File: src/rtl/risc_pkg.sv
// Shared definitions for the risc instruction memory: default widths,
// the NOP encoding returned for unwritten words, and the loader state enum.
package risc_pkg;

   localparam int RISC_DATA_W = 13;
   localparam int RISC_ADDR_W = 5;

   localparam logic [RISC_DATA_W-1:0] NOP = 13'h0000;

   typedef enum logic [1:0] {
      IDLE = 2'd0,
      LOAD = 2'd1,
      RUN  = 2'd2
   } state_t;

endpackage

File: src/rtl/risc_imem_loader.sv
// Load-port controller for risc_imem: owns the IDLE/LOAD/RUN state machine,
// the write pointer and the count of words written since the last load_start.
// It tells the memory when and where to write and when to wipe the valid bits.
module risc_imem_loader
   import risc_pkg::*;
#(
   parameter int ADDR_W = RISC_ADDR_W
) (
   input  logic              clk,
   input  logic              rst,
   input  logic              i_loadStart,
   input  logic              i_loadValid,
   input  logic              i_loadDone,
   output logic              o_we,
   output logic [ADDR_W-1:0] o_waddr,
   output logic              o_clear,
   output logic              o_loadReady,
   output logic              o_run,
   output logic [ADDR_W:0]   o_count
);

   localparam logic [ADDR_W-1:0] LAST_ADDR = {ADDR_W{1'b1}};

   state_t            r_state;
   state_t            w_nextState;
   logic [ADDR_W-1:0] r_ptr;
   logic [ADDR_W-1:0] w_nextPtr;
   logic [ADDR_W:0]   r_count;
   logic [ADDR_W:0]   w_nextCount;
   logic              w_we;
   logic              w_clear;

   // State, pointer and count registers; reset returns to IDLE with nothing loaded.
   always_ff @(posedge clk or posedge rst) begin
      if (rst) begin
         r_state <= IDLE;
         r_ptr   <= '0;
         r_count <= '0;
      end else begin
         r_state <= w_nextState;
         r_ptr   <= w_nextPtr;
         r_count <= w_nextCount;
      end
   end

   // Next-state logic: load_start wins over everything, otherwise LOAD accepts
   // words until the last address is written or load_done ends it early.
   always_comb begin
      w_nextState = r_state;
      w_nextPtr   = r_ptr;
      w_nextCount = r_count;
      w_we        = 1'b0;
      w_clear     = 1'b0;
      if (i_loadStart) begin
         w_nextState = LOAD;
         w_nextPtr   = '0;
         w_nextCount = '0;
         w_clear     = 1'b1;
      end else begin
         case (r_state)
            LOAD: begin
               if (i_loadValid) begin
                  w_we        = 1'b1;
                  w_nextPtr   = r_ptr + ADDR_W'(1);
                  w_nextCount = r_count + (ADDR_W+1)'(1);
                  if (r_ptr == LAST_ADDR) begin
                     w_nextState = RUN;
                  end
               end
               if (i_loadDone) begin
                  w_nextState = RUN;
               end
            end
            default: begin
               w_nextState = r_state;
            end
         endcase
      end
   end

   assign o_we        = w_we;
   assign o_waddr     = r_ptr;
   assign o_clear     = w_clear;
   assign o_loadReady = (r_state == LOAD);
   assign o_run       = (r_state == RUN);
   assign o_count     = r_count;

endmodule

File: src/rtl/risc_imem.sv
// Instruction memory serving the instruction unit's fetch port. Words are
// loaded sequentially through a ready/valid port; unwritten words read as NOP.
// Build option RISC_IMEM_COMB_READ_EN: when defined, the fetch path is
// combinational (zero latency); otherwise instruction is registered (1 cycle).
module risc_imem
   import risc_pkg::*;
#(
   parameter int DATA_W = RISC_DATA_W,
   parameter int ADDR_W = RISC_ADDR_W,
   parameter int DEPTH  = 2**ADDR_W
) (
   input  logic              clk,
   input  logic              rst,
   input  logic [ADDR_W-1:0] pc,
   output logic [DATA_W-1:0] instruction,
   input  logic              load_start,
   input  logic              load_valid,
   input  logic [DATA_W-1:0] load_data,
   output logic              load_ready,
   input  logic              load_done,
   output logic              run,
   output logic [ADDR_W:0]   load_count
);

   logic [DATA_W-1:0] r_mem [DEPTH];
   logic [DEPTH-1:0]  r_valid;
   logic              w_we;
   logic [ADDR_W-1:0] w_waddr;
   logic              w_clear;
   logic              w_run;
   logic [DATA_W-1:0] w_fetch;

   risc_imem_loader #(
      .ADDR_W (ADDR_W)
   ) u_loader (
      .clk         (clk),
      .rst         (rst),
      .i_loadStart (load_start),
      .i_loadValid (load_valid),
      .i_loadDone  (load_done),
      .o_we        (w_we),
      .o_waddr     (w_waddr),
      .o_clear     (w_clear),
      .o_loadReady (load_ready),
      .o_run       (w_run),
      .o_count     (load_count)
   );

   assign run = w_run;

   // Storage array; deliberately not reset, the valid bits hide stale contents.
   always_ff @(posedge clk) begin
      if (w_we) begin
         r_mem[w_waddr] <= load_data;
      end
   end

   // Per-word valid bits: wiped by reset or a new load, set as each word lands.
   always_ff @(posedge clk or posedge rst) begin
      if (rst) begin
         r_valid <= '0;
      end else if (w_clear) begin
         r_valid <= '0;
      end else if (w_we) begin
         r_valid[w_waddr] <= 1'b1;
      end
   end

   assign w_fetch = r_valid[pc] ? r_mem[pc] : NOP;

`ifdef RISC_IMEM_COMB_READ_EN
   assign instruction = w_run ? w_fetch : NOP;
`else
   logic [DATA_W-1:0] r_instruction;

   // Registered fetch: one cycle from pc to instruction, NOP whenever not serving.
   always_ff @(posedge clk or posedge rst) begin
      if (rst) begin
         r_instruction <= NOP;
      end else if (load_start) begin
         r_instruction <= NOP;
      end else if (w_run) begin
         r_instruction <= w_fetch;
      end else begin
         r_instruction <= NOP;
      end
   end

   assign instruction = r_instruction;
`endif

endmodule
File: config.mk
export PLATFORM = sky130hd
export DESIGN_NAME = risc_imem
export DESIGN_NICKNAME = d
export VERILOG_FILES = /design/src/rtl/risc_pkg.sv /design/src/rtl/risc_imem_loader.sv /design/src/rtl/risc_imem.sv
export SDC_FILE = /design/constraint.sdc
export NUM_CORES = 1
export LEC_CHECK = 0
export BUFFER_PORTS_ARGS = -buffer_cell sky130_fd_sc_hd__buf_2
export CORE_MARGIN = 5
export CORE_UTILIZATION = 65
export CTS_BUF_LIST = sky130_fd_sc_hd__clkbuf_4 sky130_fd_sc_hd__clkbuf_8
export CTS_CLUSTER_SIZE = 8
export DETAILED_ROUTE_END_ITERATION = 6
export HOLD_SLACK_MARGIN = 0.08
export PLACE_DENSITY_LB_ADDON = 0.25
export SLEW_MARGIN = 15
export SYNTH_ARGS = -nofsm -noshare
export SYNTH_HDL_FRONTEND = slang
export SYNTH_HIERARCHICAL = 1
export SYNTH_SLANG_ARGS = --single-unit
File: constraint.sdc
create_clock -name clk -period 4.24 [get_ports clk]
set_input_delay 0.636 -clock clk [delete_from_list [all_inputs] [get_ports clk]]
set_output_delay 0.636 -clock clk [all_outputs]
set_load 0.05 [all_outputs]
After elaboration in Yosys (flattened, before gate mapping)

Memories as Yosys holds them, arrays and structs flattened.
Cells that the tools add are included.
W data, S select, Z words.

$add $sub $neg: 2
Order comparisons: 3
Equal/unequal tests: 3
Muxes and demuxes: 26
Bitwise operators: 1
Reductions and logical operators: 8

Operators by type and width:

| cell                  | count |
|---|---|
| $mux W32              | 2 |
| $mux W13              | 3 |
| $or A32 B32 Y32       | 1 |
| $mux W6               | 3 |
| $mux W5               | 3 |
| $lt A5 B6 Y1 const B  | 2 |
| $mux W2               | 5 |
| $mux W1               | 8 |
| $add A6 B1 Y6 const B | 1 |
| $reduce_bool A2 Y1    | 3 |
| $reduce_bool A3 Y1    | 2 |
| $add A5 B1 Y5 const B | 1 |
| $bmux W1 S5           | 1 |
| $demux W1 S5          | 1 |
| $eq A5 B5 Y1 const B  | 1 |
| $ge A5 B1 Y1 const B  | 1 |
| $reduce_and A3 Y1     | 1 |
| $eq A2 B1 Y1 const B  | 1 |
| $eq A2 B2 Y1 const B  | 1 |
| $reduce_and A2 Y1     | 1 |
| $logic_and A1 B1 Y1   | 1 |

Register bits after elaboration: 58
Bits in writable memories: 416
Output and inout port bits: 21
Logic and storage cells: 49
Memories kept: 1

Memories:

| name  | depth | width | rd ports | clocked after Yosys merged registers in | write ports | line            | text |
|---|---|---|---|---|---|---|---|
| r_mem | 32    | 13    | 1        | 0                                       | 1           | risc_imem.sv:25 | `logic [DATA_W-1:0] r_mem [DEPTH];` |

Depth between registers and ports, before layout

Gate-level depths: netlist (run 1).

Word-level depth: 7
Gate-level depth with buffers: 9
Mapped depth without buffers: 6

Cells and area by module

Netlist (run 1), hierarchy kept.

Modules (own cells, without submodules):

| module           | times used | cells each | area each (µm²) | seq. area each (µm²) |
|---|---|---|---|---|
| risc_imem        | 1          | 905        | 17961.0         | 13618.1 |
| risc_imem_loader | 1          | 63         | 668.1           | 325.3 |

Worst setup path before layout (run 1)

OpenSTA, ideal clock, no wires.

Path type: input -> register
From: input port load_valid
To: memory r_mem[28][0] (netlist bit) (enable)
Arrival time: 2.283 ns
Setup slack: 1.573 ns
Stages on the path: 6
Cell sequence: nand3b_2 -> buf_6 -> nor2_1 -> or3b_2 -> clkbuf_1 -> nor2_1

Word-level cells in the longest chain between the ends: 5

Ends and longest elaborated chain:

| element                       | line                   | text |
|---|---|---|
| start: declaration            | risc_imem.sv:17        | `input logic load_valid,` |
| $mux W1                       | risc_imem_loader.sv:62 | `if (i_loadValid) begin` |
| $mux W1                       | risc_imem_loader.sv:60 | `case (r_state)` |
| $mux W1                       | risc_imem_loader.sv:54 | `if (i_loadStart) begin` |
| named net w_we                | risc_imem.sv:27        | `logic w_we;` |
| $mux W1                       | risc_imem.sv:53        | `if (w_we) begin` |
| $mux W1 (implied by the code) | risc_imem.sv:54        | `r_mem[w_waddr] <= load_data;` |
| end: declaration              | risc_imem.sv:25        |  |

The timed path passes the listed nets, and every way through them passes these cells.

Worst setup path in the final report (run 1)

From: register u_loader.r_state[1]
To: memory r_mem[25][2] (netlist bit) (enable)

Word-level cells in the longest chain between the ends: 5

Ends and longest elaborated chain:

| element                       | line                   | text |
|---|---|---|
| start: declaration            | risc_imem_loader.sv:24 | `state_t r_state;` |
| start signal: assignment      | risc_imem_loader.sv:40 | `r_state <= w_nextState;` |
| $eq A2 B1 Y1                  | risc_imem_loader.sv:60 |  |
| $mux W1                       | risc_imem_loader.sv:60 |  |
| $mux W1                       | risc_imem_loader.sv:54 |  |
| named net w_we                | risc_imem.sv:27        |  |
| $mux W1                       | risc_imem.sv:53        |  |
| $mux W1 (implied by the code) | risc_imem.sv:54        |  |

The timed path passes the listed nets, and every way through them passes these cells.

==> results of run 1 <==
## placed cells by master (no fill, tap or decap), types with 3 or more instances in the layout
cell type    n
a211oi_1    13
a21oi_1     17
a221oi_1    13
buf_2       41
buf_4       42
clkbuf_4    22
clkbuf_8    77
clkinv_1     8
dfrtp_1     58
edfxtp_1   416
ha_1         3
mux2_2      40
mux2i_1     43
mux4_1       3
mux4_2      83
nand2_1      3
nand2b_1    15
nand3_1      6
nand3b_1     5
nand4b_1     3
nor2_1     107
nor3_1      15
nor4_1       4
nor4_2      11
o21ai_0     16
o22ai_1     13
or3_1        4
or3b_2       3
xor2_1       4
## critical path: cells and delay by family (launching register included)
kind,cells,cell delay [ps]
buf+inv,1,300
flops,1,440
simple gates,4,1690
## where the power goes
group	switching [W]	total [W]	internal (W)
logic	0.000299	0.000459	0.000160
clock network	0.00164	0.00347	0.00184
registers	0.0000123	0.00511	0.00510
total	0.00195	0.00904	0.00709
## area by class of cell
cell class | instances | area [µm²] | share of cell area
multi-input cells | 441 | 4380 | 0.212
clock inverters | 14 | 78.8 | 0.00381
inverters | 3 | 11.3 | 0.000544
flip-flops and latches | 474 | 13900 | 0.674
well taps | 384 | 480 | 0.0232
clock buffers | 98 | 1210 | 0.0586
repair buffers | 86 | 574 | 0.0278
## flip-flops by register name, summed over array words and instances, names as in the netlist
| name | cells |
|---|---|
| u_loader/o_count | 6 |
| u_loader/o_waddr | 5 |
| u_loader/r_state | 2 |
| instruction | 13 |
| r_valid | 32 |
| r_mem | 416 |
## stage by stage
| step | power (W) | cells | util |
|---|---|---|---|
| finish | 0.00904 | 1500 | 0.726 |
| global route | 0.00935 | 1500 | 0.726 |
| CTS | 0.00909 | 1500 | 0.726 |
| detailed placement | 0.00566 | 1388 | 0.681 |
| global placement | 0.00565 | 1388 | 0.681 |
| floorplan | 0.00549 | 968 | - |
## path summary, 6_finish.rpt
| path | depth (start not counted) | slack [ps] | end | from |
|---|---|---|---|---|
| worst max-delay path | 5 | 1510 | r_mem[25][2]$_DFFE_PP_ | u_loader/r_state[1]$_DFFE_PP0P_ |
| worst min-delay path | 2 | 120 | u_loader/o_count[2]$_DFFE_PP0P_ | rst |
| worst max register to register | 5 | 1510 | r_mem[25][2]$_DFFE_PP_ | u_loader/r_state[1]$_DFFE_PP0P_ |
| worst min register to register | 2 | 500 | r_valid[5]$_DFFE_PP0P_ | r_valid[5]$_DFFE_PP0P_ |
| max in group asynchronous | 2 | 3250 | instruction[11]$_DFF_PP0_ | rst |
| min in group clk | 4 | 450 | u_loader/r_state[1]$_DFFE_PP0P_ | load_done |
## per-layer routing
metal	GRT usage	vias to the layer above
met2	0.438	494
met1	0.362	5058
met5	0	-
met4	0.0898	0
li1	-	4108
met3	0.0599	79
## logic make-up after synthesis
family | Yosys count | synth area share
AOI/OAI and AO/OA | 76 | 0.0264
xor gates and xnor gates | 4 | 0.00188
DFF | 474 | 0.748
muxes | 169 | 0.152
and+or+nand+nor | 189 | 0.0531
adders and majority gates | 3 | 0.00202
buffers and inverters | 53 | 0.0163
==> results.md, run 1 <==
* Status: completed
* Largest net degree at the start of global routing at 47
* CTS H-tree lvls at 3
* Antenna-violating nets left at 0
* Max-slew violations at 0
* Power Density at 437 nW/µm²
* CP most frequent cell: nor2_1
* Initial core utilization at 0.654
* Wire length per cell at 27.3 µm
* Fmax achieved at 366 MHz
* P&R area growth vs syn at 11.0%
* Post-synth EDFFs at 416
* Clk sinks at 474
* CP max FO at 12
* Port buffer count at 43
* RSZ-0062 raised after global routing: false
* Ranking of synthesized cells by area: edfxtp_1 (67%), mux4_2 (10%), dfrtp_1 (7.8%)
* Grt total ovfl at 0
* Clk root buf: clkbuf_8
* Startpoint Class: flip-flop
* Top cells by instance count after synthesis: edfxtp_1 (416), nor2_1 (107), mux4_2 (83), dfrtp_1 (58), mux2i_1 (43)
* Hold slack at 122 ps
* Commonest register cell after synthesis: edfxtp_1
* Clock tree buffer depth at 3
* Die area at 32100 µm²
* Vias at 9739
* Setup TNS at 0 ps
* Vias per cell at 6.49
* Routability cong. at 0.845
* Final wirelength at 40.9 mm
* Worst slew margin at 0.300
* Yosys reg bits at 474
* Part of the Yosys area used for sequential elements at 0.748
* Leakage at 7.10 nW
* Max-cap violations at 0
* Reg clk slew, reported paths at 60 ps
* Met2 wire len at 20.8 mm
* Die width at 179 µm
* Slowest stage cell, crit path: nor2_1
* Final setup viols at 0
* Post-route clock skew at 39.6 ps
* CTS tree: done
* Worst hold path type: primary input to asynchronous set/reset pin
* # fillers at 1688
* Cell area after synthesis at 18600 µm²
* Row Count at 62
* Core area at 28500 µm²
* Tmin final at 2730 ps
* ANT cells at 0
* Hold-fix buffers at CTS at 0
* Endpoint class of the critical path: flip-flop
* Leading area contributor after synthesis: edfxtp_1
* Critical Setup Path Class: flip-flop to flip-flop
* TritonRoute pass-1 iters at 6
* Die Ht at 179 µm
* Slowest stage delay, CP at 630 ps
* Gr usage total at 0.267
* Hpwl dp at 24.5 mm
* Placement Setup Slack at 1150 ps
* I/O pin count at 44
* Met1 wire length at 15.5 mm
* DRC errors left at 0
* Syn Nets at 994
* Yosys warns at 6
* Avg Cell Area, Syn at 19.2 µm²
* Final WS setup at 1510 ps
* Vias in the first global route at 10200
* VDD IR max at 272 µV
* Worst Max-Slew Pin Slew at 1050 ps
* Dpl cell area at 19400 µm²
* Data arrival, critical path at 3000 ps
* CTS Buf Count at 73
* Period utilization at 0.645
* Data required, critical path at 4510 ps
* Post-synth ARST share at 0.122
* Antenna violations before repair at 0
* First-pass GRT wire length at 61.5 mm
* Clock Latency Late Sink at 590 ps
* Final Cell Area at 20700 µm²
* Nets at 1105
* Post-CTS Setup Repair Bufs at 0
* Count of final hold-check violations at 0
* Highest routed layer: met4
* Metal3 WL at 3.33 mm
* Cells after Synth at 968
* Post-CTS Resized at 0
* Initial DRC count at 1176
* Synth cell types at 45
* Share of post-route cells with drive strength above 1 at 0.299
* Share of the synthesized area in the top cell type at 0.671
* Cell with the most instances after synthesis: edfxtp_1
* Crit-path cells: nand3b_2, nor2_1, nand3b_1, nor2_1, buf_4
No activity file was read; power rests on OpenSTA's default activity.
==> run 2, diff against run 1 <==
- ABC_AREA: unset -> 1
- CORE_UTILIZATION: 65 -> 58
- clock period: 4.24 -> 2.4 ns (I/O delays scaled with it)
==> results.md, run 2 <==
* Highest routed layer: met4
* Max reg flops at 416 (unchanged)
* Period utilization at 0.866 (+0.221)
* Final Cell Area at 21900 µm² (+6.1%)
* Clock power frac at 0.396 (+0.012)
* CTS H-tree lvls at 3 (unchanged)
* CP most frequent cell: inv_1
* Status: completed
* Placement Setup Slack at 364 ps (-784 ps)
* CTS tree: done
* Cell area after synthesis at 19600 µm² (+5.2%)
* Clk root buf: clkbuf_8
* Final wirelength at 48.3 mm (+18%)
* Top cells by instance count after synthesis: nand2_1 (430), edfxtp_1 (416), nor2_1 (349), nand3_1 (193), o21ai_0 (108)
* Vias in the first global route at 13200 (+30%)
* Post-synth ARST share at 0.122 (unchanged)
* Max-cap violations at 0 (unchanged)
* Data required, critical path at 2670 ps (-1840 ps)
* VDD IR max at 464 µV (+71%)
* Most flops, register: r_mem
* Crit-path cells: inv_1, nand3_4, nor2_8, inv_1, nor3_1, inv_1, nor2_1, buf_4
* CP max FO at 14 (+2)
* Hpwl dp at 28.3 mm (+16%)
* Data arrival, critical path at 2350 ps (-650 ps)
* Post-route clock skew at 21.2 ps (-18.4 ps)
* Die Ht at 194 µm (+8.1%)
* Startpoint Class: flip-flop
* Wire length per cell at 20.4 µm (-25%)
* Cell depth of the worst flop-to-flop path at 8 (+3)
* Leading area contributor after synthesis: edfxtp_1
* Grt total ovfl at 0 (unchanged)
* Antenna-violating nets left at 0 (unchanged)
* Share of post-route cells with drive strength above 1 at 0.134 (-0.166)
* Slowest stage delay, CP at 370 ps (-260 ps)
* TritonRoute pass-1 iters at 6 (unchanged)
* Power Density at 761 nW/µm² (+74%)
* Most frequent cells in the layout: nand2_1 (430), edfxtp_1 (416), nor2_1 (349)
* Initial core utilization at 0.586 (-0.0686)
* Dpl cell area at 20500 µm² (+5.6%)
* Commonest register cell after synthesis: edfxtp_1
* Metal3 WL at 4.22 mm (+27%)
* Count of final hold-check violations at 0 (unchanged)
* Sw Pwr at 0.00378 W (+94%)
* Post-CTS Setup Repair Bufs at 0 (unchanged)
* Endpoint class of the critical path: flip-flop
* Post-synth EDFFs at 416 (unchanged)
* Commonest non-fill, non-tap cell in the layout: nand2_1
* Slowest stage cell, crit path: dfrtp_1
* Gr usage total at 0.254 (-0.0126)
* Worst hold path type: primary input to flip-flop
* Die area at 37600 µm² (+17%)
* P&R area growth vs syn at 12.0%
* Met2 wire len at 23.0 mm (+11%)
* RR Startpoint: u_loader/r_state[1]$_DFFE_PP0P_
* Reg power frac at 0.540 (-0.025)
* Max-slew violations at 0 (unchanged)
* First-pass GRT wire length at 74.4 mm (+21%)
* I/O pin count at 44 (unchanged)
* Hold depth at 4
* DRC errors left at 0 (unchanged)
* Cell with the most instances after synthesis: nand2_1
* Synth cell types at 28 (-38%)
* Core area at 33400 µm² (+17%)
* Cells after Synth at 1774 (+83%)
* CP startpoint: u_loader/r_state[1]$_DFFE_PP0P_
* Row Count at 67 (+8.1%)
* Clk sinks at 474 (unchanged)
* Switching share of power at 0.226 (+0.0108)
* Met1 wire length at 19.7 mm (+27%)
* Placed insts at 2233 (+61%)
* Ranking of synthesized cells by area: edfxtp_1 (64%), nand2_1 (8.2%), dfrtp_1 (7.4%)
* Routability cong. at 0.886 (+4.8%)
* Fmax achieved at 481 MHz (+32%)
* Clock tree buffer depth at 3 (unchanged)
* Final WS setup at 322 ps (-1180 ps)
* Total Power at 0.0167 W (+85%)
* Hold wc startpoint: load_valid
* Leakage at 8.45 nW (+19%)
* Worst Max-Slew Pin Slew at 846 ps (-203 ps)
* Largest net degree at the start of global routing at 103 (+120%)
* Avg Cell Area, Syn at 11.0 µm² (-43%)
* Logic pwr share at 0.064 (+0.013)
* Post-CTS Resized at 0 (unchanged)
* Share of the synthesized area in the top cell type at 0.638 (-0.0330)
* Antenna violations before repair at 0 (unchanged)
* Port buffer count at 43 (unchanged)
* RSZ-0062 raised after global routing: false
* CTS Buf Count at 76 (+4.1%)
* Worst slew margin at 0.436 (+0.136)
* Yosys warns at 6 (unchanged)
* Hold-fix buffers at CTS at 3 (+3)
* Die width at 194 µm (+8.1%)
* Internal power at 0.0129 W (+82%)
* Final setup viols at 0 (unchanged)
* Nets at 1892 (+71%)
* Clock Latency Late Sink at 610 ps (+20 ps)
* Vias per cell at 5.70 (-12%)
* Yosys reg bits at 474 (unchanged)
* Initial DRC count at 1499 (+27%)
* Post-Layout Cell Count at 2365 (+58%)
* Syn Nets at 1800 (+81%)
* Setup TNS at 0 ps (unchanged)
* Vias at 13500 (+38%)
* Critical Setup Path Class: flip-flop to flip-flop
* Tmin final at 2080 ps (-656 ps)
* ANT cells at 0 (unchanged)
* Reg clk slew, reported paths at 60 ps (about the same)
* Part of the Yosys area used for sequential elements at 0.712 (-0.0368)
[run 2: cell count changes after synthesis, sizes merged, moves of 23 or more]
cell    previous run  this run
nand2              3       430
nor2             107       360
nand3              6       197
o21ai             16       115
mux4              86         0
inv                3        58
buf               26        74
mux2i             43         0
mux2              40         0
o211ai             0        23
[run 2: cells by family (layout without fill, tap and decap cells)]
kind of cell,Yosys count,after routing,synth area share
and+or+nand+nor,998,998,0.208
adders and majority gates,3,3,0.00192
xor gates and xnor gates,2,2,0.000894
AOI/OAI and AO/OA,141,141,0.0393
DFF,474,474,0.712
buffers and inverters,156,299,0.0379
[run 2: power groups by stage]
stage	registers (W)	logic, W	clock network [W]
2_1_floorplan	0.00921	0.000604	0
3_3_place_gp	0.00919	0.00104	0
4_1_cts	0.00903	0.00106	0.00671
3_5_place_dp	0.00919	0.00105	0
5_1_grt	0.00902	0.00116	0.00713
6_report	0.00903	0.00107	0.00661
[run 2: per-stage QoR]
step / util / hold WS, ps
finish: 0.656 / 189
global route: 0.656 / 196
CTS: 0.656 / 157
detailed placement: 0.612 / 438
global placement: 0.612 / 432
floorplan: - / 237
[run 2: metal layers]
| metal | up-vias | GRT usage |
|---|---|---|
| met2 | 697 | 0.403 |
| li1 | 6211 | - |
| met4 | 0 | 0.0900 |
| met1 | 6465 | 0.362 |
| met5 | - | 0 |
| met3 | 101 | 0.0431 |
[run 2: worst paths after layout]
path | slack (ps) | endpoint
setup / recovery | 320 | r_mem[1][3]$_DFFE_PP_
hold / removal | 190 | u_loader/o_count[3]$_DFFE_PP0P_
setup reg to reg | 320 | r_mem[1][3]$_DFFE_PP_
hold reg to reg | 500 | r_valid[19]$_DFFE_PP0P_
max in group asynchronous | 1370 | instruction[8]$_DFF_PP0_
min in group asynchronous | 360 | u_loader/o_waddr[1]$_DFFE_PP0P_
[run 2: cell type report]
type,count,area (µm²)
Tap cell,448,561
Sequential cell,474,13900
Fill cell,2449,11500
Inverter,58,223
Timing Repair Buffer,112,875
Clock inverter,11,53.8
Multi-Input combinational cell,1144,4910
Clock buffer,118,1390
[run 2: critical path: cells and delay by family, from the launching register on]
kind	cells	cell delay, ps
buf+inv	4	730
flops	1	370
simple gates	4	640
==> run 3, diff against run 2 <==
- CORE_UTILIZATION: 58 -> 56
- CTS_BUF_LIST: sky130_fd_sc_hd__clkbuf_4 sky130_fd_sc_hd__clkbuf_8 -> sky130_fd_sc_hd__clkbuf_16
- SYNTH_HIERARCHICAL: 1 -> unset
==> results.md, run 3 <==
* Clk sinks at 474 (unchanged)
* Cell area after synthesis at 19500 µm² (-0.52%)
* Final setup viols at 0 (unchanged)
* Crit-path cells: inv_2, nor2_4, nand2_1, inv_2, nand2_1, clkinv_2, nand2_2, nor2_2, buf_4
* Hold depth at 3 (-1)
* Worst flop-to-flop path endpoint: r_mem[0][10]$_DFFE_PP_
* Reg power frac at 0.479 (-0.061)
* Hold wc startpoint: load_done
* Max-cap violations at 0 (unchanged)
* Fmax achieved at 464 MHz (-3.6%)
* P&R area growth vs syn at 15.6%
* Reg2Reg Setup Slack at 240 ps (-80 ps)
* Synth cell types at 28 (unchanged)
* Initial core utilization at 0.566 (-0.0201)
* TritonRoute pass-1 iters at 5 (-1)
* Most frequent cells in the layout: nand2_1 (425), edfxtp_1 (416), nor2_1 (279)
* Worst Max-Slew Pin Slew at 815 ps (-31.5 ps)
* Syn Nets at 1780 (-1.1%)
* Setup TNS at 0 ps (unchanged)
* Count of final hold-check violations at 0 (unchanged)
* Hold-fix buffers at CTS at 2 (-1)
* Post-Layout Cell Count at 2335 (-1.3%)
* Leading area contributor after synthesis: edfxtp_1
* Hold EP: u_loader.r_state[0]$_DFFE_PP0P_
* Hpwl dp at 27.9 mm (-1.2%)
* First-pass GRT wire length at 74.1 mm (-0.50%)
* Max-slew violations at 0 (unchanged)
* CTS Buf Count at 69 (-9.2%)
* Worst slew margin at 0.457 (+0.0210)
* ANT cells at 0 (unchanged)
* Placed insts at 2213 (-0.90%)
* Post-synth ARST share at 0.122 (unchanged)
* Avg Cell Area, Syn at 11.1 µm² (+0.78%)
* Startpoint Class: flip-flop
* Status: completed
* Core area at 34500 µm² (+3.0%)
* Port buffer count at 43 (unchanged)
* Vias in the first global route at 13000 (-1.6%)
* CTS H-tree lvls at 3 (unchanged)
* Row Count at 68 (+1.5%)
* Routability cong. at 0.856 (-3.4%)
* Power Density at 841 nW/µm² (+10%)
* Share of post-route cells with drive strength above 1 at 0.123 (-0.0107)
* Max reg flops at 416 (unchanged)
* Worst Path Buf+Inv at 4 (unchanged)
* DRC errors left at 0 (unchanged)
* CP startpoint: u_loader.r_state[0]$_DFFE_PP0P_
* Vias at 13300 (-1.5%)
* Post-CTS Setup Repair Bufs at 0 (unchanged)
* Cell depth of the worst flop-to-flop path at 9 (+1)
* Top cells by instance count after synthesis: nand2_1 (425), edfxtp_1 (416), nor2_1 (311), nand3_1 (199), o21ai_0 (118)
* Clock tree buffer depth at 3 (unchanged)
* Slowest stage cell, crit path: dfrtp_1
* Largest net degree at the start of global routing at 89 (-14%)
* Share of the synthesized area in the top cell type at 0.641 (+0.00336)
* Data arrival, critical path at 2400 ps (+50 ps)
* Most flops, register: r_mem
* Vias per cell at 5.68 (-0.23%)
* Gr usage total at 0.249 (-0.00498)
* Slowest stage delay, CP at 380 ps (about the same)
* Data required, critical path at 2640 ps (-30 ps)
* Yosys reg bits at 474 (unchanged)
* VDD IR max at 552 µV (+19%)
* Die area at 38600 µm² (+2.9%)
* Post-route clock skew at 21.8 ps (+0.631 ps)
* Nets at 1860 (-1.7%)
* RSZ-0062 raised after global routing: false
* Leakage at 8.70 nW (+3.0%)
* Clk root buf: clkbuf_16
* Ranking of synthesized cells by area: edfxtp_1 (64%), nand2_1 (8.2%), dfrtp_1 (7.4%)
* Endpoint class of the critical path: flip-flop
* CP max FO at 16 (+2)
* Die width at 197 µm (+1.4%)
* Cells after Synth at 1751 (-1.3%)
* Grt total ovfl at 0 (unchanged)
* Worst hold path type: primary input to flip-flop
* Yosys warns at 0 (-6)
* Post-CTS Resized at 0 (unchanged)
* Logic pwr share at 0.059 (-0.005)
* Antenna violations before repair at 0 (unchanged)
* Wire length per cell at 20.6 µm (+0.81%)
* Commonest non-fill, non-tap cell in the layout: nand2_1
* Initial DRC count at 1526 (+1.8%)
* CTS tree: done
* Post-synth EDFFs at 416 (unchanged)
* Reg clk slew, reported paths at 50 ps (about the same)
* CP delay by family, top: simple AND/OR/NAND/NOR gates
* Cell with the most instances after synthesis: nand2_1
* Final wirelength at 48.0 mm (-0.47%)
* I/O pin count at 44 (unchanged)
* Part of the Yosys area used for sequential elements at 0.715 (+0.00375)
* Period utilization at 0.898 (+0.0323)
* Antenna-violating nets left at 0 (unchanged)
* Clock power frac at 0.462 (+0.066)
* Die Ht at 197 µm (+1.4%)
* RR Startpoint: u_loader.r_state[0]$_DFFE_PP0P_
* Sw Pwr at 0.00420 W (+11%)
* Clock Latency Late Sink at 570 ps (-40 ps)
* Tmin final at 2160 ps (+77.5 ps)
* Critical Setup Path Class: flip-flop to flip-flop
* Internal power at 0.0147 W (+14%)
* Switching share of power at 0.222 (-0.00457)
* Commonest register cell after synthesis: edfxtp_1
-- run 3: cell types whose count changed after synthesis, sizes merged, moves of 2 or more --
cell,change
buf,-4
clkbuf,+9
ha,+3
inv,-17
nand2,-2
nand3,+2
nor2,-48
nor3,-8
o211ai,-5
o21ai,+41
-- run 3: layer usage --
| metal | GRT usage | routed length (µm) | vias to the layer above |
|---|---|---|---|
| met5 | 0 | 0 | - |
| met4 | 0.0879 | 1270 | 0 |
| met3 | 0.0479 | 4300 | 77 |
| met2 | 0.396 | 22700 | 659 |
| met1 | 0.351 | 19700 | 6354 |
| li1 | - | - | 6183 |
-- run 3: worst register-to-register path, stage by stage, from the launching register on --
cell,delay [ps]
dfrtp_1,380
inv_2,70
nor2_4,100
nand2_1,150
inv_2,120
nand2_1,110
clkinv_2,140
nand2_2,330
nor2_2,200
buf_4,240
-- run 3: cell type report --
class / instances / area [µm²]
Fill cell: 2538 / 11900
Inverter: 42 / 164
Clock buffer: 73 / 1830
Sequential cell: 474 / 13900
Multi-Input combinational cell: 1132 / 4940
Timing Repair Buffer: 112 / 875
Tap cell: 455 / 569
Clock inverter: 47 / 211
-- run 3: per-stage QoR --
stage / setup WS [ps] / hold slack, ps / power, W / cell area, µm² / util
6_report: 244 / 117 / 0.0189 / 22500 / 0.654
5_1_grt: 101 / 133 / 0.0196 / 22500 / 0.654
4_1_cts: 259 / 91.4 / 0.0191 / 22500 / 0.654
3_5_place_dp: 279 / 473 / 0.0103 / 20500 / 0.594
3_3_place_gp: 298 / 467 / 0.0103 / 20500 / 0.594
2_1_floorplan: 109 / 432 / 0.00988 / 19600 / -
-- run 3: worst max-delay path by stage --
stage / to / cells past startpoint
finish: r_mem[0][10]$_DFFE_PP_ / 9
CTS: r_mem[21][5]$_DFFE_PP_ / 9
global route: r_mem[0][10]$_DFFE_PP_ / 9
floorplan: r_mem[11][0]$_DFFE_PP_ / 8
detailed placement: r_mem[21][3]$_DFFE_PP_ / 8
global placement: instruction[5]$_DFF_PP0_ / 12
-- run 3: cells by family after synthesis --
family / Yosys count / synth area share
AND/OR/NAND/NOR: 945 / 0.196
flip-flops: 474 / 0.715
AO/OA/AOI/OAI: 180 / 0.0489
buffers and inverters: 145 / 0.0356
adder cells (fa/ha/maj): 6 / 0.00385
XOR/XNOR: 1 / 0.000449
-- run 3: power groups by stage --
| stage | clock [W] | sequential, W | combinational, W |
|---|---|---|---|
| 6_report | 0.00876 | 0.00907 | 0.00112 |
| 4_1_cts | 0.00888 | 0.00906 | 0.00111 |
| 2_1_floorplan | 0 | 0.00926 | 0.000625 |
| 3_3_place_gp | 0 | 0.00922 | 0.00109 |
| 3_5_place_dp | 0 | 0.00922 | 0.00110 |
| 5_1_grt | 0.00928 | 0.00906 | 0.00122 |
